`src/rtl/ship_ctrl_pkg.sv`:
```
// Shared types and constants for the player ship controller.
// Move FSM states, per-frame directions and playfield limits.
package ship_ctrl_pkg;

   typedef enum logic [1:0] {
      S_IDLE,
      S_DELAY,
      S_REPEAT
   } move_st_t;

   typedef enum logic [1:0] {
      D_NONE,
      D_UP,
      D_DOWN
   } dir_t;

   localparam int SHIP_H        = 32;
   localparam int FIRE_Y_OFFSET = 16;
   localparam int SCREEN_H      = 480;
   localparam int BOT_MARGIN    = 13;
   localparam int Y_MIN_DEF     = 15;
   localparam int Y_MAX_DEF     = SCREEN_H - SHIP_H - BOT_MARGIN;

   function automatic dir_t dir_of(input logic up, input logic dn);
      dir_t d;
      d = D_NONE;
      unique case (1'b1)
         (up && !dn): d = D_UP;
         (dn && !up): d = D_DOWN;
         default:     d = D_NONE;
      endcase
      return d;
   endfunction

endpackage

```
`src/rtl/btn_debounce.sv`:
```
// Two-flop synchronizer followed by a stable-count debouncer.
// The level flips only after DEBOUNCE_CYCLES consecutive disagreeing cycles.
module btn_debounce #(
   parameter int DEBOUNCE_CYCLES = 250000
) (
   input  logic clk,
   input  logic rst,
   input  logic raw,
   output logic level
);

   localparam int CW = $clog2(DEBOUNCE_CYCLES + 1);

   logic          s1;
   logic          s2;
   logic [CW-1:0] cnt;

   always_ff @(posedge clk or posedge rst) begin
      if (rst) begin
         s1    <= 1'b0;
         s2    <= 1'b0;
         cnt   <= '0;
         level <= 1'b0;
      end else begin
         s1 <= raw;
         s2 <= s1;
         if (s2 == level) begin
            cnt <= '0;
         end else if (cnt == CW'(DEBOUNCE_CYCLES - 1)) begin
            cnt   <= '0;
            level <= s2;
         end else begin
            cnt <= cnt + 1'b1;
         end
      end
   end

endmodule

```
`src/rtl/ship_ctrl.sv`:
```
// Per-frame ship motion sequencer and fire request generator.
// Frame tick is derived from a synchronized falling edge of v_sync.
module ship_ctrl
   import ship_ctrl_pkg::*;
#(
   parameter int DEBOUNCE_CYCLES = 250000,
   parameter int REPEAT_DELAY    = 12,
   parameter int REPEAT_RATE     = 4,
   parameter int FIRE_COOLDOWN   = 15,
   parameter int Y_MIN           = Y_MIN_DEF,
   parameter int Y_MAX           = Y_MAX_DEF
) (
   input  logic       clk,
   input  logic       rst,
   input  logic       enable,
   input  logic       v_sync,
   input  logic       btn_up_raw,
   input  logic       btn_down_raw,
   input  logic       btn_fire_raw,
   input  logic [9:0] ship_y,
   output logic       move_up,
   output logic       move_down,
   output logic       fire_req,
   output logic [9:0] fire_y,
   input  logic       fire_ack
);

   logic up_db;
   logic dn_db;
   logic fire_db;
   logic fire_db_q;

   btn_debounce #(.DEBOUNCE_CYCLES(DEBOUNCE_CYCLES)) u_up (
      .clk   (clk),
      .rst   (rst),
      .raw   (btn_up_raw),
      .level (up_db)
   );

   btn_debounce #(.DEBOUNCE_CYCLES(DEBOUNCE_CYCLES)) u_dn (
      .clk   (clk),
      .rst   (rst),
      .raw   (btn_down_raw),
      .level (dn_db)
   );

   btn_debounce #(.DEBOUNCE_CYCLES(DEBOUNCE_CYCLES)) u_fire (
      .clk   (clk),
      .rst   (rst),
      .raw   (btn_fire_raw),
      .level (fire_db)
   );

   logic vs1;
   logic vs2;
   logic vs3;
   logic tick;

   always_ff @(posedge clk or posedge rst) begin
      if (rst) begin
         vs1  <= 1'b0;
         vs2  <= 1'b0;
         vs3  <= 1'b0;
         tick <= 1'b0;
      end else begin
         vs1  <= v_sync;
         vs2  <= vs1;
         vs3  <= vs2;
         tick <= vs3 & ~vs2;
      end
   end

   move_st_t   st;
   move_st_t   st_n;
   dir_t       dir_q;
   dir_t       dir_n;
   dir_t       dir_c;
   dir_t       mv;
   logic [7:0] cnt;
   logic [7:0] cnt_n;
   logic       up_n;
   logic       dn_n;
   logic       go;

   always_ff @(posedge clk or posedge rst) begin
      if (rst) begin
         st        <= S_IDLE;
         dir_q     <= D_NONE;
         cnt       <= '0;
         move_up   <= 1'b0;
         move_down <= 1'b0;
      end else begin
         st        <= st_n;
         dir_q     <= dir_n;
         cnt       <= cnt_n;
         move_up   <= up_n;
         move_down <= dn_n;
      end
   end

   always_comb begin
      dir_c = dir_of(up_db, dn_db);
      st_n  = st;
      dir_n = dir_q;
      cnt_n = cnt;
      up_n  = move_up;
      dn_n  = move_down;
      go    = 1'b0;
      mv    = D_NONE;
      if (!enable) begin
         st_n  = S_IDLE;
         dir_n = D_NONE;
         cnt_n = '0;
         up_n  = 1'b0;
         dn_n  = 1'b0;
      end else if (tick) begin
         unique case (st)
            S_IDLE: go = (dir_c != D_NONE);
            S_DELAY, S_REPEAT: begin
               if (dir_c == D_NONE) begin
                  st_n = S_IDLE;
               end else if (dir_c != dir_q) begin
                  go = 1'b1;
               end else if (cnt == 8'd1) begin
                  mv    = dir_q;
                  cnt_n = 8'(REPEAT_RATE);
                  st_n  = S_REPEAT;
               end else begin
                  cnt_n = cnt - 8'd1;
               end
            end
            default: st_n = S_IDLE;
         endcase
         // A direction change restarts the sequence with an immediate move
         if (go) begin
            mv    = dir_c;
            dir_n = dir_c;
            cnt_n = 8'(REPEAT_DELAY);
            st_n  = S_DELAY;
         end
         up_n = (mv == D_UP) && (ship_y > 10'(Y_MIN));
         dn_n = (mv == D_DOWN) && (ship_y < 10'(Y_MAX));
      end
   end

   logic       fire_rise;
   logic       press;
   logic [7:0] cool;

   assign fire_rise = fire_db & ~fire_db_q;

   always_ff @(posedge clk or posedge rst) begin
      if (rst) begin
         fire_db_q <= 1'b0;
         press     <= 1'b0;
         cool      <= '0;
         fire_req  <= 1'b0;
         fire_y    <= '0;
      end else begin
         fire_db_q <= fire_db;
         if (!enable) begin
            press    <= 1'b0;
            cool     <= '0;
            fire_req <= 1'b0;
         end else begin
            press <= fire_rise | (press & ~tick);
            if (fire_req && fire_ack) begin
               fire_req <= 1'b0;
               cool     <= 8'(FIRE_COOLDOWN);
            end else if (tick) begin
               if (press && !fire_req && cool == '0) begin
                  fire_req <= 1'b1;
                  fire_y   <= ship_y + 10'(FIRE_Y_OFFSET);
               end
               if (cool != '0) cool <= cool - 8'd1;
            end
         end
      end
   end

endmodule
```
`config.mk`:
```
export PLATFORM = sky130hd
export DESIGN_NAME = ship_ctrl
export DESIGN_NICKNAME = d
export VERILOG_FILES = /design/src/rtl/ship_ctrl_pkg.sv /design/src/rtl/btn_debounce.sv /design/src/rtl/ship_ctrl.sv
export SDC_FILE = /design/constraint.sdc
export NUM_CORES = 1
export LEC_CHECK = 0
export CAP_MARGIN = 20
export CELL_PAD_IN_SITES_DETAIL_PLACEMENT = 0
export CELL_PAD_IN_SITES_GLOBAL_PLACEMENT = 1
export CORE_AREA = 3 3 112 114
export CTS_CLUSTER_DIAMETER = 200
export DETAILED_ROUTE_END_ITERATION = 12
export DIE_AREA = 0 0 115 117
export GPL_ROUTABILITY_DRIVEN = 1
export PLACE_DENSITY_LB_ADDON = 0.25
export SYNTH_ARGS = -nofsm -noshare
export SYNTH_HDL_FRONTEND = slang
export SYNTH_HIERARCHICAL = 1
export SYNTH_SLANG_ARGS = --single-unit
export TNS_END_PERCENT = 50
```
`constraint.sdc`:
```
create_clock -name clk -period 4.6 [get_ports clk]
set_input_delay 0.69 -clock clk [delete_from_list [all_inputs] [get_ports clk]]
set_output_delay 0.69 -clock clk [all_outputs]
set_load 0.02 [all_outputs]
```
# Yosys cells after proc, flatten, opt, wreduce, memory -nomap -nowiden
# Cells that the tools add are included.
# classes
add_sub_neg,6
n_lt_le_gt_ge,2
n_eq_ne,23
mux,49
bitwise,11
reduce_logical,25
# op_table
op,n
two-way mux 18 bit,6
two-way mux 8 bit,11
adder 18 x 1 -> 18 bit (second input constant),3
== test 18 bit (second input constant),3
two-way mux 2 bit,16
subtractor 8 x 1 -> 8 bit (second input constant),2
two-way mux 1 bit,13
inequality test 3 x 1 -> 1 bit (second input constant),4
AND reduction 2 bit,6
AND reduction 4 bit,3
adder 10 x 5 -> 10 bit (second input constant),1
> comparator 10 x 4 -> 1 bit (second input constant),1
less-than comparator 10 x 9 -> 1 bit (second input constant),1
inequality test 5 bit (second input constant),2
== test 8 x 1 -> 1 bit (second input constant),1
logical NOT 8 bit,1
case mux 2 bit (2 select lines),2
nonzero test 8 bit,1
logical AND 1 bit,7
NOT 1 bit,7
inequality test 3 x 2 -> 1 bit (second input constant),2
== test 2 x 1 -> 1 bit (second input constant),2
== test 2 bit (second input constant),2
logical NOT 2 bit,2
other kinds (10),17
# word_totals
ff_bits,102
output_inout_bits,13
wordCells,142

# Depth between registers and ports, before layout
# Gate-level depths: netlist of the first run.
# logic_depth
word_depth,16
depth_mapped,8
ltp_nobuf,6

# Cells and area by module
# The synthesis of the first run kept the hierarchy.
# by_module_without_submodules
module,n_inst,cells_each,area_per_inst_um2,seq_area_each_um2
btn_debounce,3,95,1012.2,525.5
ship_ctrl,1,223,2198.4,975.9

# Least setup slack after synthesis of the first run
# OpenSTA, ideal clock, no wires.
# synth_path
path_kind,reg-to-reg
startpoint,register cool[0]
endpoint,register fire_y[0]
arrival_ns,2.018
slack_ns,2.457
stages_incl_launch_ff,7
synth_period_minus_slack_ns,2.143
cell_sequence,dfrtp_1 -> inv_1 -> ha_1 -> or3b_2 -> or4_4 -> buf_6 -> mux2_4
# synth_via
elab_chain_cells,3
# synth_rtl
element,line_no,rtl
from (decl),ship_ctrl.sv:148,logic [7:0] cool;
from (signal assigned),ship_ctrl.sv:169,cool <= 8'(FIRE_COOLDOWN);
from (signal assigned),ship_ctrl.sv:175,if (cool != '0) cool <= cool - 8'd1;
logical NOT 8 bit,ship_ctrl.sv:171,if (press && !fire_req && cool == '0) begin
logical AND 1 bit,ship_ctrl.sv:171,
AND reduction 4 bit (no line),--,
to (signal assigned),ship_ctrl.sv:173,fire_y <= ship_y + 10'(FIRE_Y_OFFSET);
to (decl),ship_ctrl.sv:24,"output logic [9:0] fire_y,"
# Every way passes these cells.
# A chain may end at the register's enable or synchronous reset.

==> summary.md, run 1 <==
| Metric | Value |
|---|---|
| Cts bufs inserted | `9` |
| Maximum clock frequency | `~420 MHz` |
| Synth Area in Adders | `under 10%` |
| Ratio of cells with drive above 1 in the final layout | `around 8.5%` |
| Avg Vias per Cell | `approximately 5.5` |
| Core area | `11520 µm²` |
| Total grt overflow | `0` |
| RSZ-0062 raised after global routing | `no` |
| HPWL after detailed placement | `6963 µm` |
| Crit Path Class | `reg -> reg` |
| Clock tree from TritonCTS | `done` |
| Worst Tran Pin Value | `~980 ps` |
| Htree depth | `3` |
| Sequential area share after synthesis | `around half` |
| Critical Path AT | `2640 ps` |
| Total Wirelength | `9950 µm` |
| Clk_lat worst skew | `between 300 and 400 ps` |
| Final period util | `52.10%` |
| Async SR Flop Fraction | `100.0%` |
| Largest net degree at the start of global routing | `25` |
| Place WS | `about 1900 ps` |
| Crit Path Max Fanout | `6` |
| Simple-Gate Fraction of Synth Area | `between 20% and 30%` |
| Post-synth EDFFs | `0` |
| Placed insts | `670` |
| RePlAce Congestion | `about 0.77` |
| Syn. warnings | `6` |
| Starting Density | `between 40% and 50%` |
| Leak | `between 0.002 and 0.003 µW` |
| CP Capture Type | `flip-flop` |
| Setup WS post-layout | `approximately 2200 ps` |
| Final Hold Fails | `0` |
| Post-CTS setup repair buffer count | `0` |
| First-pass GRT wire length | `roughly 17000 µm` |
| Worst Setup Start Kind | `flip-flop` |
| Vias after detailed routing | `3768` |
| Number of global-route vias before repair | `~3.7k` |
| Clock-pin slew on the worst setup and hold paths | `roughly 70 ps` |
| Clock sink total | `between 100 and 150` |
| Post-synthesis compound-gate area fraction | `under 10%` |
| GRT Total Usage | `between 15 and 20%` |
| Clock Skews | `around 4.5 ps` |
| Slew headroom | `34.50%` |
| Die footprint | `~13000 µm²` |
| Syn Nets | `538` |
| Power Density | `roughly 350 nW/µm²` |
| Post-route insts no fill | `just under 700` |
| Die Span Y | `about 120 µm` |
| Initial antenna violation count | `0` |
| Wire per inst | `between 10 and 15 µm` |
| Area grow syn2layout | `13.65%` |
| Post-CTS Hold Fix Bufs | `0` |
| ANT cells | `0` |
| Post-synthesis cell type count | `53` |
| DRC Markers | `0` |
| Largest family of logic cells by synthesized area | `simple AND/OR/NAND/NOR gates` |
| Ys flop type | `dfrtp_1` |
| Seq cells post-synth | `a little over 100` |
| Mean post-synth cell area | `around 10 µm²` |
| Remaining antenna violation count | `0` |
| Final min period | `about 2400 ps` |
| Outcome | `completed` |
| Final setup violation count | `0` |
| Total negative setup slack | `0 ps` |
| Power consumption | `between 2000 and 2500 µW` |
| Worst Path Required | `between 4000 and 5000 ps` |
| I/O Buffers | `30` |
| Hold crit path type | `reg -> reg` |
| Synthesized cell area | `5235 µm²` |
| XOR/XNOR Fraction of Synth Area | `between 9 and 10%` |
| Drt initial violations | `about 190` |
| Final #Nets | `approximately 570` |
| Max-cap violations | `0` |
| Clock Path Buffers | `2` |
| Die W | `115 µm` |
| CTS resizes | `0` |
| Mux share of post-synthesis cell area | `under 10%` |
| Worst hold-check slack | `about 350 ps` |
| Row count | `39` |
| Max IR drop VDD | `between 150 and 200 µV` |
| Clock Tree Root | `clkbuf_16` |
| DR pass1 iterations | `5` |
| I/O pin cnt | `31` |
| Synthesized instance count | `between 500 and 600` |
| Final Max Slew Viols | `0` |
## worst max-delay path: stages, from the launching register on
cell     delay, ps
dfrtp_1        400
inv_1           60
ha_1           330
nor2b_1        260
a32oi_1        200
o21ai_0        620
mux2_2         400
## area by class of cell
cell class | count | area (µm²)
clock inverters | 7 | 96.34
well taps | 143 | 178.9
flip-flops and latches | 102 | 2552
inverters | 28 | 105.1
multi-input cells | 366 | 2484
fillers | 1051 | 5567
clock buffers | 9 | 225.2
repair buffers | 31 | 307.8
## path summary, 6_finish.rpt
check | to | slack, ps | depth (start not counted) | startpoint
max | cnt[1] | 2200 | 6 | u_up/level
min | u_dn/s2 | 350 | 0 | u_dn/s1
max reg2reg | cnt[1] | 2200 | 6 | u_up/level
min reg2reg | u_dn/s2 | 350 | 0 | u_dn/s1
max in group asynchronous | fire_y[0] | 2980 | 3 | rst
min in group asynchronous | cnt[1] | 880 | 2 | rst
## layout by cell type, fill, tap and decap left out, types with 3 or more instances in the layout
cell type and count:
nor2_1 66, and3_1 3, mux2_2 5, clkbuf_16 9, clkdlybuf4s50_1 30, o21ai_0 10, or3_1 4, o2111ai_1 4
o211ai_1 5, nand4_1 17, xnor2_1 22, o41ai_4 3, nor2b_1 7, dfrtp_1 102, xor2_1 37, nor4_1 8
and4_2 6, nor3_1 9, or4_1 5, inv_1 28, or4_4 5, nand2_1 32, o31ai_1 5, o21ai_2 3
nand2b_1 5, and4_1 9, mux2_4 5, ha_1 12, nand3_1 29, and2_1 5, a21oi_1 17
## through the flow
| stage | instance area [µm²] | utilization [%] |
|---|---|---|
| floorplan | 5235 | - |
| global placement | 5628 | 48.87 |
| detailed placement | 5628 | 48.87 |
| CTS | 5949 | 51.66 |
| global route | 5949 | 51.66 |
| finish | 5949 | 51.66 |
## synth_stat cells (all sizes together) (2+ instances only)
master	instances	area share, %
nand2	32	2.3
nand3	29	2.8
clkbuf	3	0.22
o31ai	5	0.72
inv	28	2.0
ha	12	2.9
o211ai	5	0.72
dfrtp	102	49
a221oi	2	0.33
nor4	8	0.96
nand4	17	2.0
o2111ai	4	0.67
xnor2	22	3.7
and3	3	0.36
mux2	10	2.5
nor3b	2	0.29
nor3	9	0.86
nor2b	7	0.84
or3	4	0.48
a21oi	17	1.6
a2111oi	2	0.33
o41ai	3	1.6
nor2	66	4.7
and2	5	0.60
a22oi	2	0.29
o21ai	15	1.6
xor2	37	6.2
buf	9	1.6
or4	10	1.8
mux2i	2	0.38
o221ai	2	0.33
nand2b	5	0.60
and4	15	2.7
## per-layer routing
| metal | vias up | share of wire (%) | track usage (%) |
|---|---|---|---|
| met4 | 0 | 1.4 | 5.243 |
| met1 | 1823 | 51 | 22.62 |
| li1 | 1873 | - | - |
| met2 | 63 | 44 | 24.65 |
| met3 | 9 | 4.4 | 5.039 |
| met5 | - | 0 | 0 |
## kinds of logic after synthesis
kind of cell,Yosys count
mux,12
buf+inv,40
fa+ha+maj,12
xor+xnor,59
compound gates,66
flops,102
simple gates,217
## flip-flops by register name, summed over array words and instances, names as in the netlist, 2 cells and up
signal	count
st	2
u_dn/cnt	18
u_fire/cnt	18
dir_q	2
fire_y	10
cnt	8
cool	8
u_up/cnt	18
## report_power, final
part | total (µW) | leakage (µW) | switching, µW | internal (µW)
Clock | 819 | 0.000160 | 341 | 478
Combinational | 268 | 0.00104 | 149 | 119
Sequential | 967 | 0.00139 | 33.8 | 933
Total | 2050 | 0.00260 | 523 | 1530
No activity file was read; power rests on OpenSTA's default activity.
==> inputs of run 2 (changes only) <==
--- a/config.mk
+++ b/config.mk
@@ -8,10 +8,10 @@
 export CAP_MARGIN = 20
 export CELL_PAD_IN_SITES_DETAIL_PLACEMENT = 0
 export CELL_PAD_IN_SITES_GLOBAL_PLACEMENT = 1
-export CORE_AREA = 3 3 112 114
+export CORE_AREA = 3 3 115 117
 export CTS_CLUSTER_DIAMETER = 200
 export DETAILED_ROUTE_END_ITERATION = 12
-export DIE_AREA = 0 0 115 117
+export DIE_AREA = 0 0 118 120
 export GPL_ROUTABILITY_DRIVEN = 1
 export PLACE_DENSITY_LB_ADDON = 0.25
 export SYNTH_ARGS = -nofsm -noshare
==> constraint.sdc (replaced) <==
create_clock -name clk -period 2.1 [get_ports clk]
set_input_delay 0.315 -clock clk [delete_from_list [all_inputs] [get_ports clk]]
set_output_delay 0.315 -clock clk [all_outputs]
set_load 0.02 [all_outputs]
==> summary.md, run 2 (synthesized netlist as in run 1, its figures left out) <==
| Metric | Value |
|---|---|
| Ratio of cells with drive above 1 in the final layout | `11.94% (+3.5 points)` |
| Post-route insts no fill | `733 (+6.9%)` |
| RSZ-0062 raised after global routing | `yes` |
| Starting Density | `42.00% (-3.5 points)` |
| Die W | `118 µm (+2.6%)` |
| Final Hold Fails | `0 (unchanged)` |
| Slowest-stage cell, CP | `or4_4` |
| Max-cap violations | `0 (unchanged)` |
| Remaining antenna violation count | `0 (unchanged)` |
| GRT Total Usage | `15.50% (-0.84 points)` |
| HPWL after detailed placement | `7322 µm (+5.1%)` |
| Clock Skews | `5.969 ps (+1.422 ps)` |
| Fillers | `1156 (+10%)` |
| Vias after detailed routing | `3822 (+1.4%)` |
| Critical Path AT | `2310 ps (-330 ps)` |
| R2R Setup Slk | `20 ps (-2180 ps)` |
| Drt initial violations | `132 (-30%)` |
| I/O Buffers | `30 (unchanged)` |
| Max IR drop VDD | `345.4 µV (+73%)` |
| Die Span Y | `120 µm (+2.6%)` |
| Core area | `12470 µm² (+8.2%)` |
| Crit Path Class | `reg -> reg` |
| ANT cells | `0 (unchanged)` |
| Clock Tree Root | `clkbuf_16` |
| DRC Markers | `0 (unchanged)` |
| Worst setup path end | `fire_y[2]` |
| I/O pin cnt | `31 (unchanged)` |
| Total Wirelength | `10250 µm (+3.1%)` |
| Clock sink total | `102 (unchanged)` |
| Clock tree from TritonCTS | `done` |
| Regs by FF count | `u_dn/cnt (18), u_fire/cnt (18), u_up/cnt (18)` |
| Placed insts | `716 (+6.9%)` |
| Htree depth | `3 (unchanged)` |
| Clock Path Buffers | `2 (unchanged)` |
| Maximum clock frequency | `481.1 MHz (+15%)` |
| Final Max Slew Viols | `0 (unchanged)` |
| Number of global-route vias before repair | `3763 (+2.6%)` |
| Worst Setup Start Kind | `flip-flop` |
| CP Capture Type | `flip-flop` |
| Reg2reg start | `cool[3]` |
| Clock-pin slew on the worst setup and hold paths | `70 ps (about the same)` |
| Power Density | `702.2 nW/µm² (+100%)` |
| Largest net degree at the start of global routing | `40 (+60%)` |
| Reg-to-reg endpoint | `fire_y[2]` |
| Final setup violation count | `0 (unchanged)` |
| Worst hold-check slack | `348.1 ps (-3.943 ps)` |
| Final min period | `2079 ps (-317.9 ps)` |
| Cell repeated most along the worst path | `or4_4` |
| RePlAce Congestion | `0.7645 (-1.1%)` |
| Final #Nets | `587 (+3.3%)` |
| Critical Path Source | `cool[3]` |
| Commonest cells after routing, fill and taps aside | `dfrtp_1 (102), nor2_1 (66), xor2_1 (37), nand2_1 (31), clkdlybuf4s50_1 (30)` |
| Total grt overflow | `0 (unchanged)` |
| Hold crit path type | `reg -> reg` |
| R2R depth | `3 (-3)` |
| Critical Path, Cell by Cell | `or4_4, or4_4, mux2_4` |
| Leak | `0.002681 µW (+3.2%)` |
| Slew headroom | `66.39% (+32 points)` |
| Avg Vias per Cell | `5.214 (-5.1%)` |
| Initial antenna violation count | `0 (unchanged)` |
| Cts bufs inserted | `9 (unchanged)` |
| Die footprint | `14160 µm² (+5.2%)` |
| Most common cell after layout, fill and taps aside | `dfrtp_1` |
| Outcome | `completed` |
| Crit Path Max Fanout | `8 (+2)` |
| First-pass GRT wire length | `17970 µm (+3.0%)` |
| Largest incremental delay on the critical path | `640 ps (+20 ps)` |
| Wire per inst | `13.99 µm (-3.6%)` |
| Row count | `41 (+5.1%)` |
| DR pass1 iterations | `4 (-1)` |
| Final period util | `98.98% (+47 points)` |
| Clk_lat worst skew | `350 ps (about the same)` |
| Worst Path Required | `2330 ps (-2510 ps)` |
| Min-delay src | `vs1` |
| Worst Tran Pin Value | `500.3 ps (-478.9 ps)` |
| Area grow syn2layout | `16.87%` |
## run 2: where the power goes
part,switching (µW),internal (µW),leakage (µW),total (µW)
Combinational,333,318,0.00115,651
Clock,702,825,0.000135,1530
Sequential,73.7,2040,0.00139,2120
## run 2: worst min path at each step
stage	to	slack [ps]	cells after the start
6_report	vs2	350	0
5_1_grt	vs2	360	0
4_1_cts	vs2	350	0
3_5_place_dp	vs2	340	0
3_3_place_gp	vs2	330	0
2_1_floorplan	u_dn/cnt[0]	290	1
## run 2: cell type report
cell class	count	area (µm²)	area share (%)
inverter	28	105.1	1.718
multi-input combinational	366	2504	40.92
timing repair buffer	50	475.5	7.771
sequential	102	2552	41.72
clock inverter	4	23.77	0.3885
clock buffer	11	242.7	3.967
tap	172	215.2	3.517
## run 2: what timing repair did
action,in CTS,in global routing
setup buffers,0,1
resized for setup,0,7
hold buffers,0,0
setup endpoints to repair,0,17
## run 2: critical path, delay by kind of cell (launching register included)
family,cells,cell delay [ps]
simple gates,2,1220
mux,1,330
flops,1,410
## run 2: through the flow
step	util, %	setup TNS [ps]	instance area (µm²)	setup slack, ps	total power (µW)
CTS	48.62	0	6061	19.46	4319
floorplan	-	0	5238	53.09	2659
global placement	46.48	0	5794	73.10	2758
global route	49.08	-37.77	6118	-11.81	4515
finish	49.08	0	6118	21.39	4296
detailed placement	46.48	0	5794	33.99	2767
## run 2: layer usage
| layer | track usage, % | wire (µm) |
|---|---|---|
| met2 | 24.40 | 4697 |
| met4 | 6.593 | 176 |
| met5 | 0 | 0 |
| met1 | 20.96 | 5062 |
| met3 | 3.110 | 316 |
==> inputs of run 3 (changes only) <==
--- a/config.mk
+++ b/config.mk
@@ -8,11 +8,12 @@
 export CAP_MARGIN = 20
 export CELL_PAD_IN_SITES_DETAIL_PLACEMENT = 0
 export CELL_PAD_IN_SITES_GLOBAL_PLACEMENT = 1
-export CORE_AREA = 3 3 115 117
+export CORE_AREA = 4 4 116 118
 export CTS_CLUSTER_DIAMETER = 200
 export DETAILED_ROUTE_END_ITERATION = 12
-export DIE_AREA = 0 0 118 120
+export DIE_AREA = 0 0 120 122
 export GPL_ROUTABILITY_DRIVEN = 1
+export GPL_TIMING_DRIVEN = 0
 export PLACE_DENSITY_LB_ADDON = 0.25
 export SYNTH_ARGS = -nofsm -noshare
 export SYNTH_HDL_FRONTEND = slang
==> summary.md, run 3 (synthesized netlist as in run 1, its figures left out) <==
| Metric | Value |
|---|---|
| Final #Nets | `582 (-0.85%)` |
| Critical Path AT | `2290 ps (-20 ps)` |
| Final min period | `2051 ps (-27.57 ps)` |
| Initial antenna violation count | `0 (unchanged)` |
| Post-route insts no fill | `729 (-0.55%)` |
| Htree depth | `3 (unchanged)` |
| Placed insts | `709 (-0.98%)` |
| Commonest cells after routing, fill and taps aside | `dfrtp_1 (102), nor2_1 (66), xor2_1 (37), nand2_1 (32)` |
| Avg Vias per Cell | `5.281 (+1.3%)` |
| Drt initial violations | `172 (+30%)` |
| First-pass GRT wire length | `18100 µm (+0.69%)` |
| Crit Path Class | `reg -> reg` |
| Pint | `3281 µW (+2.9%)` |
| Storage element area | `2552 µm² (unchanged)` |
| Flop pwr share | `47.8% (-1.5 points)` |
| Largest net degree at the start of global routing | `40 (unchanged)` |
| Area of the multi-input gates | `2525 µm² (+0.85%)` |
| HPWL after detailed placement | `7342 µm (+0.27%)` |
| I/O Buffers | `29 (-3.3%)` |
| I/O pin cnt | `31 (unchanged)` |
| Clock Tree Root | `clkbuf_16` |
| Total Wirelength | `10480 µm (+2.2%)` |
| Combinational share of power | `15.6% (+0.4 points)` |
| Leak | `0.002650 µW (-1.1%)` |
| DR pass1 iterations | `4 (unchanged)` |
| Clock Skews | `8.626 ps (+2.657 ps)` |
| Clock Path Buffers | `2 (unchanged)` |
| Hold crit path type | `reg -> reg` |
| RePlAce Congestion | `0.7999 (+4.6%)` |
| Row count | `41 (unchanged)` |
| Worst Tran Pin Value | `834.2 ps (+333.9 ps)` |
| Maximum clock frequency | `487.6 MHz (+1.3%)` |
| Total negative setup slack | `0 ps (unchanged)` |
| Die W | `120 µm (+1.7%)` |
| Vias after detailed routing | `3850 (+0.73%)` |
| Switching Share | `25.91% (+0.098 points)` |
| Outcome | `completed` |
| Regs by FF count | `u_dn/cnt (18), u_fire/cnt (18), u_up/cnt (18)` |
| Total grt overflow | `0 (unchanged)` |
| ANT cells | `0 (unchanged)` |
| NetSw | `1147 µW (+3.5%)` |
| Clock power frac | `36.5% (+0.9 points)` |
| DRC Markers | `0 (unchanged)` |
| RSZ-0062 raised after global routing | `yes` |
| Slew headroom | `44.32% (-22 points)` |
| Worst Path Required | `2340 ps (about the same)` |
| Clock sink total | `102 (unchanged)` |
| Clk_lat worst skew | `350 ps (about the same)` |
| Clock tree from TritonCTS | `done` |
| Ratio of cells with drive above 1 in the final layout | `11.49% (-0.45 points)` |
| Fillers | `1159 (+0.26%)` |
| Die Span Y | `122 µm (+1.7%)` |
| Crit Path Max Fanout | `7 (-1)` |
| Max IR drop VDD | `377.7 µV (+9.4%)` |
| Worst Setup Start Kind | `flip-flop` |
| Final Max Slew Viols | `0 (unchanged)` |
| Clock-pin slew on the worst setup and hold paths | `70 ps (about the same)` |
| Core area | `12470 µm² (unchanged)` |
| Post-CTS Hold Fix Bufs | `0 (unchanged)` |
| Final period util | `97.67% (-1.3 points)` |
| Cts bufs inserted | `9 (unchanged)` |
| Power Density | `726.4 nW/µm² (+3.4%)` |
| Die footprint | `14640 µm² (+3.4%)` |
| Starting Density | `42.00% (unchanged)` |
| Most common cell after layout, fill and taps aside | `dfrtp_1` |
| Area grow syn2layout | `16.44%` |
| GRT Total Usage | `15.38% (-0.12 points)` |
| Final setup violation count | `0 (unchanged)` |
| CP Capture Type | `flip-flop` |
| Wire per inst | `14.38 µm (+2.8%)` |
| Final Hold Fails | `0 (unchanged)` |
| Max-cap violations | `0 (unchanged)` |
| Remaining antenna violation count | `0 (unchanged)` |
| Number of global-route vias before repair | `3760 (-0.080%)` |
[run 3: power groups by stage]
stage	Combinational [µW]	Sequential (µW)	Clock, µW
5_1_grt	772	2130	1750
6_report	692	2120	1620
2_1_floorplan	522	2140	0
3_3_place_gp	656	2150	0
4_1_cts	676	2120	1680
3_5_place_dp	666	2150	0
[run 3: per-stage QoR]
stage	hold WS, ps	setup slack [ps]	total power, µW	util (%)	cell area [µm²]
after detailed placement	340.4	-300.1	2819	46.07	5743
final	354.5	48.96	4428	48.90	6096
after global routing	358.3	-54.17	4658	48.90	6096
after CTS	353.5	-2.993	4473	48.45	6040
after floorplan	291.5	53.09	2659	-	5238
after global placement	334.4	-276.6	2808	46.07	5743
[run 3: critical path: stages (launching register included)]
cell	delay, ps
dfrtp_1	390
inv_2	80
ha_4	120
or3b_4	390
or4_4	610
mux2_4	330
[run 3: area by class of cell]
cell class	count	area share, %
flip-flops and latches	102	41.87
multi-input cells	366	41.42
clock inverters	3	0.2874
well taps	172	3.530
clock buffers	13	4.433
plain buffers	11	1.355
inverters	28	1.724
repair buffers	34	5.378
[run 3: timing repair]
action,4_1_cts,5_1_grt
buffers inserted,1,4
pin swaps,0,3
gates resized for setup,4,7
endpoints found under the setup margin,19,25
[run 3: worst paths after layout]
kind                         start    endpoint  slack, ps  cells past startpoint
max reg2reg                cool[1]   fire_y[3]         50                      5
min                            vs1         vs2        350                      0
max                        cool[1]   fire_y[3]         50                      5
max in group asynchronous      rst     cool[4]        980                      2
min in group asynchronous      rst  u_dn/level        570                      2
min reg2reg                    vs1         vs2        350                      0
[run 3: metal layers]
metal / part of all wire [%] / up-vias / global-route usage, %
li1: - / 1894 / -
met1: 49 / 1864 / 21.20
met2: 45 / 79 / 23.50
met3: 4.2 / 13 / 3.203
met4: 1.8 / 0 / 6.800
met5: 0 / - / 0
